[src/rtl/fetch_pkg.sv]
// ============================================================================
//  Module      : fetch_pkg
//  Description : Shared fetch-stage codes: PC select, NOP encoding, FSM states.
//  Revision    : 1.0
// ============================================================================
`default_nettype none

package fetch_pkg;

    localparam int PC_SEL_WIDTH = 2;

    localparam logic [PC_SEL_WIDTH-1:0] PC_SEL_SEQ  = 2'd0;
    localparam logic [PC_SEL_WIDTH-1:0] PC_SEL_BR   = 2'd1;
    localparam logic [PC_SEL_WIDTH-1:0] PC_SEL_JAL  = 2'd2;
    localparam logic [PC_SEL_WIDTH-1:0] PC_SEL_JALR = 2'd3;

    // addi x0, x0, 0
    localparam logic [31:0] NOP_INSTR = 32'h0000_0013;

    typedef enum logic [1:0] {
        ST_REQ    = 2'd0,
        ST_SQUASH = 2'd1,
        ST_HOLD   = 2'd2
    } fetch_state_e;

endpackage

`default_nettype wire

[src/rtl/pc_target_sel.sv]
// ============================================================================
//  Module      : pc_target_sel
//  Description : Redirect decode plus word-aligned redirect target mux.
//  Revision    : 1.0
// ============================================================================
`default_nettype none

module pc_target_sel
    import fetch_pkg::*;
#(
    parameter int XLEN = 32
) (
    input  logic [PC_SEL_WIDTH-1:0] pc_sel,
    input  logic                    br_true,
    input  logic [XLEN-1:0]         br_decode,
    input  logic [XLEN-1:0]         jal_decode,
    input  logic [XLEN-1:0]         jalr_decode,
    output logic                    redirect,
    output logic [XLEN-1:0]         target
);

    logic [XLEN-1:0] w_raw_target;

    always_comb begin
        redirect     = 1'b0;
        w_raw_target = br_decode;
        case (pc_sel)
            PC_SEL_BR: begin
                redirect     = br_true;
                w_raw_target = br_decode;
            end
            PC_SEL_JAL: begin
                redirect     = 1'b1;
                w_raw_target = jal_decode;
            end
            PC_SEL_JALR: begin
                redirect     = 1'b1;
                w_raw_target = jalr_decode;
            end
            default: begin
                redirect     = 1'b0;
                w_raw_target = br_decode;
            end
        endcase
    end

    assign target = {w_raw_target[XLEN-1:2], 2'b00};

endmodule

`default_nettype wire

[src/rtl/fetch.sv]
// ============================================================================
//  Module      : fetch
//  Description : RV32I instruction fetch stage: fetch PC, imem req/ack FSM,
//                IF/ID register, redirect squashing and NOP bubble injection.
//  Revision    : 1.0
// ============================================================================
`default_nettype none

module fetch
    import fetch_pkg::*;
#(
    parameter int              XLEN     = 32,
    parameter logic [XLEN-1:0] RESET_PC = 32'h0000_0000
) (
    input  logic                    clk,
    input  logic                    rst_n,
    output logic                    imem_req,
    output logic [XLEN-1:0]         imem_addr,
    input  logic                    imem_ack,
    input  logic [XLEN-1:0]         imem_rdata,
    input  logic                    stall,
    input  logic [PC_SEL_WIDTH-1:0] pc_sel,
    input  logic                    br_true,
    input  logic [XLEN-1:0]         br_decode,
    input  logic [XLEN-1:0]         jal_decode,
    input  logic [XLEN-1:0]         jalr_decode,
    output logic [XLEN-1:0]         pc_decode,
    output logic [XLEN-1:0]         instr_decode
);

    localparam logic [XLEN-1:0] c_nop = XLEN'(NOP_INSTR);

    fetch_state_e    r_state;
    logic            r_live;
    logic [XLEN-1:0] r_pc_fetch;
    logic [XLEN-1:0] r_pending;
    logic [XLEN-1:0] r_hold_instr;
    logic [XLEN-1:0] r_pc_decode;
    logic [XLEN-1:0] r_instr_decode;

    logic            w_redirect;
    logic [XLEN-1:0] w_target;
    logic [XLEN-1:0] w_pc_next;

    pc_target_sel #(
        .XLEN (XLEN)
    ) u_pc_target_sel (
        .pc_sel      (pc_sel),
        .br_true     (br_true),
        .br_decode   (br_decode),
        .jal_decode  (jal_decode),
        .jalr_decode (jalr_decode),
        .redirect    (w_redirect),
        .target      (w_target)
    );

    assign w_pc_next = r_pc_fetch + XLEN'(4);

    // r_live keeps the request low until the first edge after reset release.
    always_ff @(posedge clk or negedge rst_n) begin
        if (!rst_n) begin
            r_state        <= ST_REQ;
            r_live         <= 1'b0;
            r_pc_fetch     <= RESET_PC;
            r_pending      <= '0;
            r_hold_instr   <= '0;
            r_pc_decode    <= '0;
            r_instr_decode <= c_nop;
        end else if (!r_live) begin
            r_live <= 1'b1;
        end else begin
            if (w_redirect) begin
                r_instr_decode <= c_nop;
            end
            case (r_state)
                ST_REQ: begin
                    if (imem_ack) begin
                        if (w_redirect) begin
                            r_pc_fetch <= w_target;
                        end else if (!stall) begin
                            r_pc_decode    <= r_pc_fetch;
                            r_instr_decode <= imem_rdata;
                            r_pc_fetch     <= w_pc_next;
                        end else begin
                            r_hold_instr <= imem_rdata;
                            r_state      <= ST_HOLD;
                        end
                    end else if (w_redirect) begin
                        r_pending <= w_target;
                        r_state   <= ST_SQUASH;
                    end else if (!stall) begin
                        r_instr_decode <= c_nop;
                    end
                end
                ST_SQUASH: begin
                    if (!stall) begin
                        r_instr_decode <= c_nop;
                    end
                    // A redirect in the ack cycle is the newest target.
                    if (imem_ack) begin
                        r_pc_fetch <= w_redirect ? w_target : r_pending;
                        r_state    <= ST_REQ;
                    end else if (w_redirect) begin
                        r_pending <= w_target;
                    end
                end
                ST_HOLD: begin
                    if (w_redirect) begin
                        r_pc_fetch <= w_target;
                        r_state    <= ST_REQ;
                    end else if (!stall) begin
                        r_pc_decode    <= r_pc_fetch;
                        r_instr_decode <= r_hold_instr;
                        r_pc_fetch     <= w_pc_next;
                        r_state        <= ST_REQ;
                    end
                end
                default: begin
                    r_state <= ST_REQ;
                end
            endcase
        end
    end

    assign imem_req     = r_live && (r_state != ST_HOLD);
    assign imem_addr    = r_pc_fetch;
    assign pc_decode    = r_pc_decode;
    assign instr_decode = r_instr_decode;

endmodule

`default_nettype wire
[config.mk]
export PLATFORM = sky130hd
export DESIGN_NAME = fetch
export DESIGN_NICKNAME = d
export VERILOG_FILES = /design/src/rtl/fetch_pkg.sv /design/src/rtl/pc_target_sel.sv /design/src/rtl/fetch.sv
export SDC_FILE = /design/constraint.sdc
export NUM_CORES = 1
export LEC_CHECK = 0
export BUFFER_PORTS_ARGS = -buffer_cell sky130_fd_sc_hd__buf_4
export CAP_MARGIN = 20
export CORE_ASPECT_RATIO = 1.5
export CORE_UTILIZATION = 40
export CTS_BUF_LIST = sky130_fd_sc_hd__clkbuf_16
export CTS_CLUSTER_SIZE = 24
export DETAILED_ROUTE_END_ITERATION = 10
export GPL_ROUTABILITY_DRIVEN = 0
export HOLD_SLACK_MARGIN = 0.02
export PLACE_DENSITY = 0.72
export SYNTH_ARGS = -nofsm -noshare
export SYNTH_HDL_FRONTEND = slang
export SYNTH_SLANG_ARGS = --single-unit
[constraint.sdc]
create_clock -name clk -period 2.7 [get_ports clk]
set_input_delay 0.405 -clock clk [delete_from_list [all_inputs] [get_ports clk]]
set_output_delay 0.405 -clock clk [all_outputs]
set_load 0.03 [all_outputs]
# == After elaboration in Yosys (flattened, before gate mapping) ==
# Index checks and enable logic that the tools add are counted.
# op_classes
n_addsub,1
eq_ne,12
mux,29
n_bitwise,2
reduce_logical,11
# op_table
cell,n
2-to-1 mux 32 bit,16
one-hot mux 32 bit (3 select lines),2
one-hot mux 32 bit (2 select lines),2
adder 32 x 3 -> 32 bit (second input constant),1
2-to-1 mux 2 bit,7
inequality test 3 x 2 -> 1 bit (second input constant),3
equality test 2 bit (second input constant),3
inequality test 2 bit (second input constant),3
one-hot mux 2 bit (3 select lines),1
AND reduction 3 bit,2
AND reduction 6 bit,1
AND reduction 5 bit,1
equality test 2 x 1 -> 1 bit (second input constant),2
AND reduction 4 bit,1
OR reduction 2 bit,2
inequality test 3 bit (second input constant),1
nonzero test 3 bit,1
logical NOT 2 bit,1
NOT 1 bit,2
one-hot mux 1 bit (2 select lines),1
nonzero test 2 bit,1
logical AND 1 bit,1
# word_totals
ff_bits,163
input_bits,135
output_inout_bits,97
word_cells,62

# == Depth between registers and ports, before layout ==
# Gate-level depths: netlist (run 1).
# depth
ltp_word,8
mapped_depth,8

# == Cells and area by module ==
# Synthesis (run 1) repeated with hierarchy kept, for this count alone.
# unflattened
hier_cells,938
area_unflattened_um2,9380.2
# by_module_without_submodules
module,n_inst,cells_per_inst,area_each_um2
fetch,1,833,8687.1
pc_target_sel,1,105,693.2

# == Least setup slack after synthesis (run 1) ==
# Ideal clock, no wire load.
# synth_path
kind,flip-flop to flip-flop
startpoint,"reg r_pc_fetch[4], in the netlist imem_addr[4]"
endpoint,"reg r_pc_fetch[21], in the netlist imem_addr[21]"
arrival_ns,2.013
t_required_ns,2.570
slack_ns,0.558
path_stages_with_launch,7
path_buffers,1
synth_period_minus_slack_ns,2.142
cell_sequence,dfrtp_1 -> buf_2 -> nand4_2 -> or4_4 -> nor4_1 -> o21ai_0 -> o2bb2ai_1
# synth_via
elab_chain_cells,5
# synth_rtl
item,line_no,rtl
"start, declared",fetch.sv:35,logic [XLEN-1:0] r_pc_fetch;
"start signal, assigned",fetch.sv:79,r_pc_fetch <= w_target;
"start signal, assigned",fetch.sv:83,r_pc_fetch <= w_pc_next;
"start signal, assigned",fetch.sv:101,r_pc_fetch <= w_redirect ? w_target : r_pending;
adder 32 x 3 -> 32 bit *,fetch.sv:57,assign w_pc_next = r_pc_fetch + XLEN'(4);
2-to-1 mux 32 bit *,"fetch.sv:80, fetch.sv:111",
2-to-1 mux 32 bit *,fetch.sv:108,if (w_redirect) begin
2-to-1 mux 32 bit,fetch.sv:77,if (imem_ack) begin
one-hot mux 32 bit (3 select lines) *,fetch.sv:75,case (r_state)
# Mark *: on every way between the ends. The rest lies on a longest branch, timed or not. The select of a mux whose other input is x is not followed.
# A chain may end at the register's enable or synchronous reset.

# == Worst setup path after layout (run 1) ==
# Ends and elaborated chain as after synthesis.

==> impl_metrics.env, run 1 <==
export IMPL_nets=1171
export IMPL_period_share_pct=83.9
export IMPL_fin_util_pct=53.8
export IMPL_syn_instance_count=826
export IMPL_slew_violations=0
export IMPL_clock_path_buffers=2
export IMPL_internal_power_uw=5650
export IMPL_ios=232
export IMPL_vdd_drop_max_mv=0.379
export IMPL_coreArea_um2=20300
export IMPL_maxCapViolations=0
export IMPL_synth_area_top_cells="dfrtp_1 48%, mux2_2 9.9%, o21ai_0 5.2%"
export IMPL_async_reset_ff_share_pct=100
export IMPL_routed_wl_um=24400
export IMPL_grt_max_degree=65
export IMPL_yosys_cell_count_top_type="dfrtp_1"
export IMPL_numClockSinks=163
export IMPL_clkPwrFrac_pct=27.1
export IMPL_comb_power_share_pct=32.4
export IMPL_rows=64
export IMPL_yosys_area_top_type="dfrtp_1"
export IMPL_antenna_cells=0
export IMPL_synth_common_cells="160 x dfrtp_1, 86 x o21ai_0, 73 x mux2_2"
export IMPL_tightest_slew_ns=0.644
export IMPL_grt_pass1_wl_um=39100
export IMPL_dpl_cell_count=1279
export IMPL_total_leakage_power_uw=0.00508
export IMPL_cts_resized=0
export IMPL_cts_setup_buffers=0
export IMPL_drc_errors=0
export IMPL_cp_required_ns=3.01
export IMPL_slew_headroom_pct=57.1
export IMPL_place_area_um2=10400
export IMPL_hold_viol_final=0
export IMPL_synth_seq_cells=163
export IMPL_die_area_um2=21300
export IMPL_drive_gt1_share_pct=36.3
export IMPL_cp_max_fo=9
export IMPL_area_growth_pct=31.9
export IMPL_start_util_pct=40.8
export IMPL_end_kind="flop"
export IMPL_cts_made_buffers=17
export IMPL_drtIter0Drc=449
export IMPL_yosys_warnings=0
export IMPL_antenna_found_initial=0
export IMPL_port_buffers=225
export IMPL_hold_class="in -> reg"
export IMPL_vias=7324
export IMPL_layout_cells_non_filler=1312
export IMPL_rsz0062_at_grt="no"
export IMPL_avgSynthCellArea_um2=10.1
export IMPL_yosysTopAreaCellShare_pct=48.2
export IMPL_final_antenna_net_count=0
export IMPL_ctsHtreeMaxLevel=4
export IMPL_dp_hpwl_um=17200
export IMPL_p_sw_uw=3240
export IMPL_synth_area_um2=8300
export IMPL_fmaxAchievable_mhz=441
export IMPL_p_seq_share_pct=40.4
export IMPL_synth_nets=962
export IMPL_grt_usage_pct=23.6
export IMPL_start_kind="flop"
export IMPL_synth_cell_types=64
export IMPL_ys_seq_area_share_pct=49.2
export IMPL_vias_per_cell=5.58
export IMPL_die_h_um=178
export IMPL_path_class="reg -> reg"
export IMPL_overflow=0
export IMPL_crit_arrival_ns=2.58
export IMPL_wire_per_inst_um=18.6
export IMPL_fp_dieW_um=120
export IMPL_cts_tree="yes"
export IMPL_synth_edf_count=0
export IMPL_dr_pass1_iters=5
export IMPL_setup_violations=0
export IMPL_cellPowerDensity_nw_per_um2=812
export IMPL_synth_ff_type="dfrtp_1"
export IMPL_p_sw_share_pct=36.4
export IMPL_finalClockSkew_ns=0.00778
export IMPL_clkTransAtPathRegs_ns=0.06
export IMPL_setup_tns_ns=0
export IMPL_fin_crit_ns=2.27
export IMPL_clk_insertion_delay_late_ns=0.43
export IMPL_stdcell_area_um2=10900
export IMPL_cts_root_buf="clkbuf_16"
export IMPL_grt_pass1_vias=7453
export IMPL_outcome="complete, no violations"
==> layout make-up <==
type	count	area, um^2
sequential	163	4080
inverter	4	15.0
multi-input combinational	593	3950
clock inverter	15	156
fill	1858	9390
tap	264	330
timing repair buffer	256	1990
clock buffer	17	425
==> sequential cells by signal (all words and copies together) (netlist names) <==
| signal | flops |
|---|---|
| r_state | 2 |
| r_live | 1 |
| instr_decode | 32 |
| pc_decode | 32 |
| imem_addr | 32 |
| r_hold_instr | 32 |
| r_pending | 32 |
==> critical path, cell delays in order (launching register included) <==
cell and delay (ns):
dfrtp_1 0.50, nand4_2 0.34, or4_4 0.62, nor4_1 0.41
o21ai_0 0.14, o2bb2ai_1 0.14
==> cells by family (layout without fill, tap and decap cells) <==
family	after synthesis	after routing	synth area share, %
AOI/OAI and AO/OA	249	249	18.7
and+or+nand+nor	233	233	14.0
DFF	163	163	49.2
muxes	108	108	14.2
buffers and inverters	70	292	3.59
adders and majority gates	1	1	0.151
other	1	1	0.0452
xor gates and xnor gates	1	1	0.106
==> metal layers <==
| metal | global-route usage, % | up-vias | part of all wire [%] |
|---|---|---|---|
| li1 | - | 3445 | - |
| met1 | 26.0 | 3556 | 38 |
| met2 | 42.8 | 273 | 53 |
| met3 | 5.43 | 50 | 6.5 |
| met4 | 10.8 | 0 | 3.3 |
| met5 | 0 | - | 0 |
==> power by group through the flow <==
| stage | sequential (uW) | clock, uW | combinational (uW) |
|---|---|---|---|
| final | 3600 | 2410 | 2880 |
| after global routing | 3680 | 2570 | 3110 |
| after CTS | 3590 | 2470 | 2910 |
| after detailed placement | 3630 | 0 | 2900 |
| after global placement | 3600 | 0 | 2850 |
| after floorplan | 4230 | 0 | 1040 |
==> cells in the final DEF (no fill, tap or decap), types with 3 or more instances in the layout <==
| master | count |
|---|---|
| a21oi_1 | 57 |
| nand4_1 | 10 |
| o211ai_1 | 7 |
| o2bb2ai_1 | 3 |
| and4_1 | 3 |
| nor3_1 | 34 |
| nor4_1 | 3 |
| and3_1 | 6 |
| a221oi_1 | 3 |
| mux2_2 | 73 |
| nand2_1 | 66 |
| nor4_4 | 3 |
| mux2_1 | 4 |
| a22o_1 | 7 |
| inv_1 | 5 |
| nand2b_1 | 9 |
| nand3_1 | 24 |
| a22oi_1 | 29 |
| buf_12 | 5 |
| a21o_1 | 8 |
| dfrtp_1 | 160 |
| inv_6 | 5 |
| and2_1 | 4 |
| a211oi_1 | 11 |
| o21ai_0 | 86 |
| dfstp_2 | 3 |
| clkbuf_16 | 17 |
| mux2i_1 | 31 |
| o31a_1 | 3 |
| nor2_1 | 56 |
| buf_4 | 249 |
| clkinvlp_4 | 4 |
| a31oi_1 | 11 |
==> final timing paths <==
check / startpoint / endpoint / slack (ns) / depth (start not counted)
worst max-delay path: imem_addr[4] / imem_addr[21] / 0.43 / 5
worst min-delay path: imem_rdata[7] / r_hold_instr[7] / 0.21 / 2
worst max register to register: imem_addr[4] / imem_addr[21] / 0.43 / 5
worst min register to register: r_pending[14] / r_pending[14] / 0.48 / 1
max in group asynchronous: rst_n / instr_decode[1] / 1.52 / 3
min in group asynchronous: rst_n / pc_decode[29] / 0.49 / 2
==> timing repair <==
item	in CTS	in global routing
endpoints found under the hold margin	41	0
hold buffers	1	0
endpoints found under the setup margin	0	0
==> through the flow <==
stage                     power (uW)  hold WS, ns  worst slack, ns
final                           8890        0.206            0.435
after floorplan                 5270        0.109            0.558
after CTS                       8970        0.191            0.447
after global routing            9360        0.194            0.336
after detailed placement        6540        0.369            0.417
after global placement          6450        0.366            0.435
Power figures use the tool's default switching activity.
==> run 2: changes to the inputs <==
ABC_AREA = 1   (was unset)
clock period = 2.1 ns   (was 2.7 ns; I/O delays follow)
==> run 2 against run 1 <==
Sequential cell count is the same. First-iteration DRC count rose by 22%. Cell area increased by 4.2%. Die area grew 3.7%. Wire length rose by 7.2%. Non-clock buffer count grew 5. Sequential share of layout area shrank 1.5 points. Utilization up 0.32 points. Final cell count grew 24%.
==> impl_metrics.env, run 2 <==
export IMPL_ys_seq_area_share_pct=47.4
export IMPL_ctsHtreeMaxLevel=4
export IMPL_fin_crit_ns=1.90
export IMPL_post_place_ws_ns=0.161
export IMPL_cts_root_buf="clkbuf_16"
export IMPL_crit_arrival_ns=1.58
export IMPL_die_area_um2=22100
export IMPL_start_kind="flop"
export IMPL_ios=232
export IMPL_fmaxAchievable_mhz=527
export IMPL_timing_rr_end="imem_addr[22]"
export IMPL_final_common_cell="nand2_1"
export IMPL_cp_max_fo=9
export IMPL_vias_per_cell=5.22
export IMPL_synth_area_um2=8610
export IMPL_grt_pass1_wl_um=41500
export IMPL_start_util_pct=40.9
export IMPL_coreArea_um2=21100
export IMPL_mostFrequentLayoutCells="365 x nand2_1, 247 x buf_4, 160 x dfrtp_1"
export IMPL_maxCapViolations=0
export IMPL_setup_slack_ns=0.202
export IMPL_cts_setup_buffers=0
export IMPL_cp_required_ns=1.78
export IMPL_synth_seq_cells=163
export IMPL_drive_gt1_share_pct=24.9
export IMPL_final_antenna_net_count=0
export IMPL_r2r_worst_path_cells=11
export IMPL_yosys_cell_count_top_type="nand2_1"
export IMPL_fp_dieW_um=122
export IMPL_async_reset_ff_share_pct=100
export IMPL_port_buffers=225
export IMPL_yosys_area_top_type="dfrtp_1"
export IMPL_vias=8468
export IMPL_rrSetupSlack_ns=0.21
export IMPL_synth_common_cells="365 x nand2_1, 160 x dfrtp_1, 121 x o21ai_0"
export IMPL_finalClockSkew_ns=0.00837
export IMPL_rows=65
export IMPL_area_growth_pct=32.5
export IMPL_path_class="reg -> out"
export IMPL_syn_instance_count=1122
export IMPL_nets=1481
export IMPL_antenna_cells=0
export IMPL_hold_end="r_hold_instr[28]"
export IMPL_clkTransAtPathRegs_ns=0.06
export IMPL_grt_max_degree=59
export IMPL_hold_viol_final=0
export IMPL_dr_pass1_iters=5
export IMPL_clock_path_buffers=2
export IMPL_yosysTopAreaCellShare_pct=46.5
export IMPL_drtIter0Drc=547
export IMPL_cts_made_buffers=17
export IMPL_hold_path_cell_count=3
export IMPL_hold_class="in -> reg"
export IMPL_grt_pass1_vias=8094
export IMPL_synth_nets=1258
export IMPL_total_leakage_power_uw=0.00544
export IMPL_tightest_slew_ns=0.544
export IMPL_avgSynthCellArea_um2=7.67
export IMPL_routed_wl_um=26200
export IMPL_synth_ff_type="dfrtp_1"
export IMPL_dp_hpwl_um=19100
export IMPL_clk_insertion_delay_late_ns=0.43
export IMPL_slew_headroom_pct=63.7
export IMPL_period_share_pct=90.4
export IMPL_multi_input_area_um2=3910
export IMPL_internal_power_uw=8560
export IMPL_die_h_um=182
export IMPL_clkPwrFrac_pct=23.2
export IMPL_cts_tree="yes"
export IMPL_outcome="complete, no violations"
export IMPL_antenna_found_initial=1
export IMPL_p_seq_share_pct=35.8
export IMPL_p_sw_uw=5800
export IMPL_yosys_warnings=0
export IMPL_p_sw_share_pct=40.4
export IMPL_slew_violations=0
export IMPL_synth_cell_types=41
export IMPL_setup_violations=0
export IMPL_rsz0062_at_grt="no"
export IMPL_overflow=0
export IMPL_final_seq_area_um2=4080
export IMPL_r2r_start="imem_addr[3]"
export IMPL_cellPowerDensity_nw_per_um2=1260
export IMPL_wire_per_inst_um=16.1
export IMPL_end_kind="primary output"
export IMPL_grt_usage_pct=24.3
export IMPL_synth_edf_count=0
export IMPL_vdd_drop_max_mv=0.581
export IMPL_drc_errors=0
export IMPL_fillers=1976
export IMPL_comb_power_share_pct=41.0
export IMPL_numClockSinks=163
export IMPL_setup_tns_ns=0
export IMPL_hold_start="imem_rdata[28]"
export IMPL_synth_area_top_cells="dfrtp_1 47%, nand2_1 16%, o21ai_0 7.0%"
==> run 2: worst max path at each step <==
stage	startpoint	endpoint	slack, ns	cells after the start
final	r_state[1]	imem_req	0.20	4
after global routing	imem_addr[3]	imem_addr[20]	0.03	10
after CTS	r_state[1]	imem_req	0.18	4
after detailed placement	pc_sel[0]	r_pending[21]	0.16	9
after global placement	pc_sel[0]	r_pending[15]	0.18	9
after floorplan	imem_addr[2]	imem_addr[22]	0.29	10
==> run 2: critical path, stage by stage, from the launching register on <==
cell and delay, ns:
dfrtp_1 0.58, inv_2 0.18, nor2_1 0.16, nor2_1 0.06
buf_4 0.18
==> run 2: kinds of logic (layout without fill, tap and decap cells) <==
group,Yosys count,count (layout),synth area share [%]
xor gates and xnor gates,4,4,0.407
other,1,1,0.0436
muxes,21,21,2.75
DFF,163,163,47.4
and+or+nand+nor,523,523,25.1
adders and majority gates,1,1,0.145
buffers and inverters,149,380,7.40
AOI/OAI and AO/OA,260,260,16.7
==> run 2: per-layer routing <==
metal	up-vias	track usage, %	part of all wire (%)
li1	4129	-	-
met1	3981	28.4	39
met2	309	42.3	51
met3	47	5.65	6.8
met4	2	9.33	3.2
met5	-	0	0.050
==> run 2: final cells by class <==
cell class | count | share of cell area (%)
clock inverter | 10 | 1.63
clock buffer | 17 | 3.73
multi-input combinational | 810 | 34.3
tap | 268 | 2.94
timing repair buffer | 261 | 18.6
sequential | 163 | 35.8
inverter | 92 | 3.03
==> run 2: through the flow <==
stage / instance area (um^2) / hold WS [ns] / power [uW] / cells / util [%]
after floorplan: 8610 / 0.0194 / 8660 / 1122 / -
after global placement: 10800 / 0.291 / 10900 / 1593 / 51.2
after detailed placement: 10800 / 0.292 / 11100 / 1593 / 51.2
after CTS: 11400 / 0.0868 / 14400 / 1621 / 54.1
after global routing: 11400 / 0.104 / 15300 / 1621 / 54.1
final: 11400 / 0.102 / 14400 / 1621 / 54.1
==> run 2: what timing repair did <==
action,4_1_cts,5_1_grt
hold buffers,1,0
hold endpoints to repair,41,0
endpoints found under the setup margin,0,1
resized for setup,0,1
==> run 2: power groups by stage <==
stage	combinational (uW)	sequential (uW)	clock (uW)
after floorplan	2420	6240	0
after global placement	5780	5140	0
after detailed placement	5890	5170	0
after CTS	5920	5130	3400
after global routing	6450	5280	3530
final	5890	5140	3330
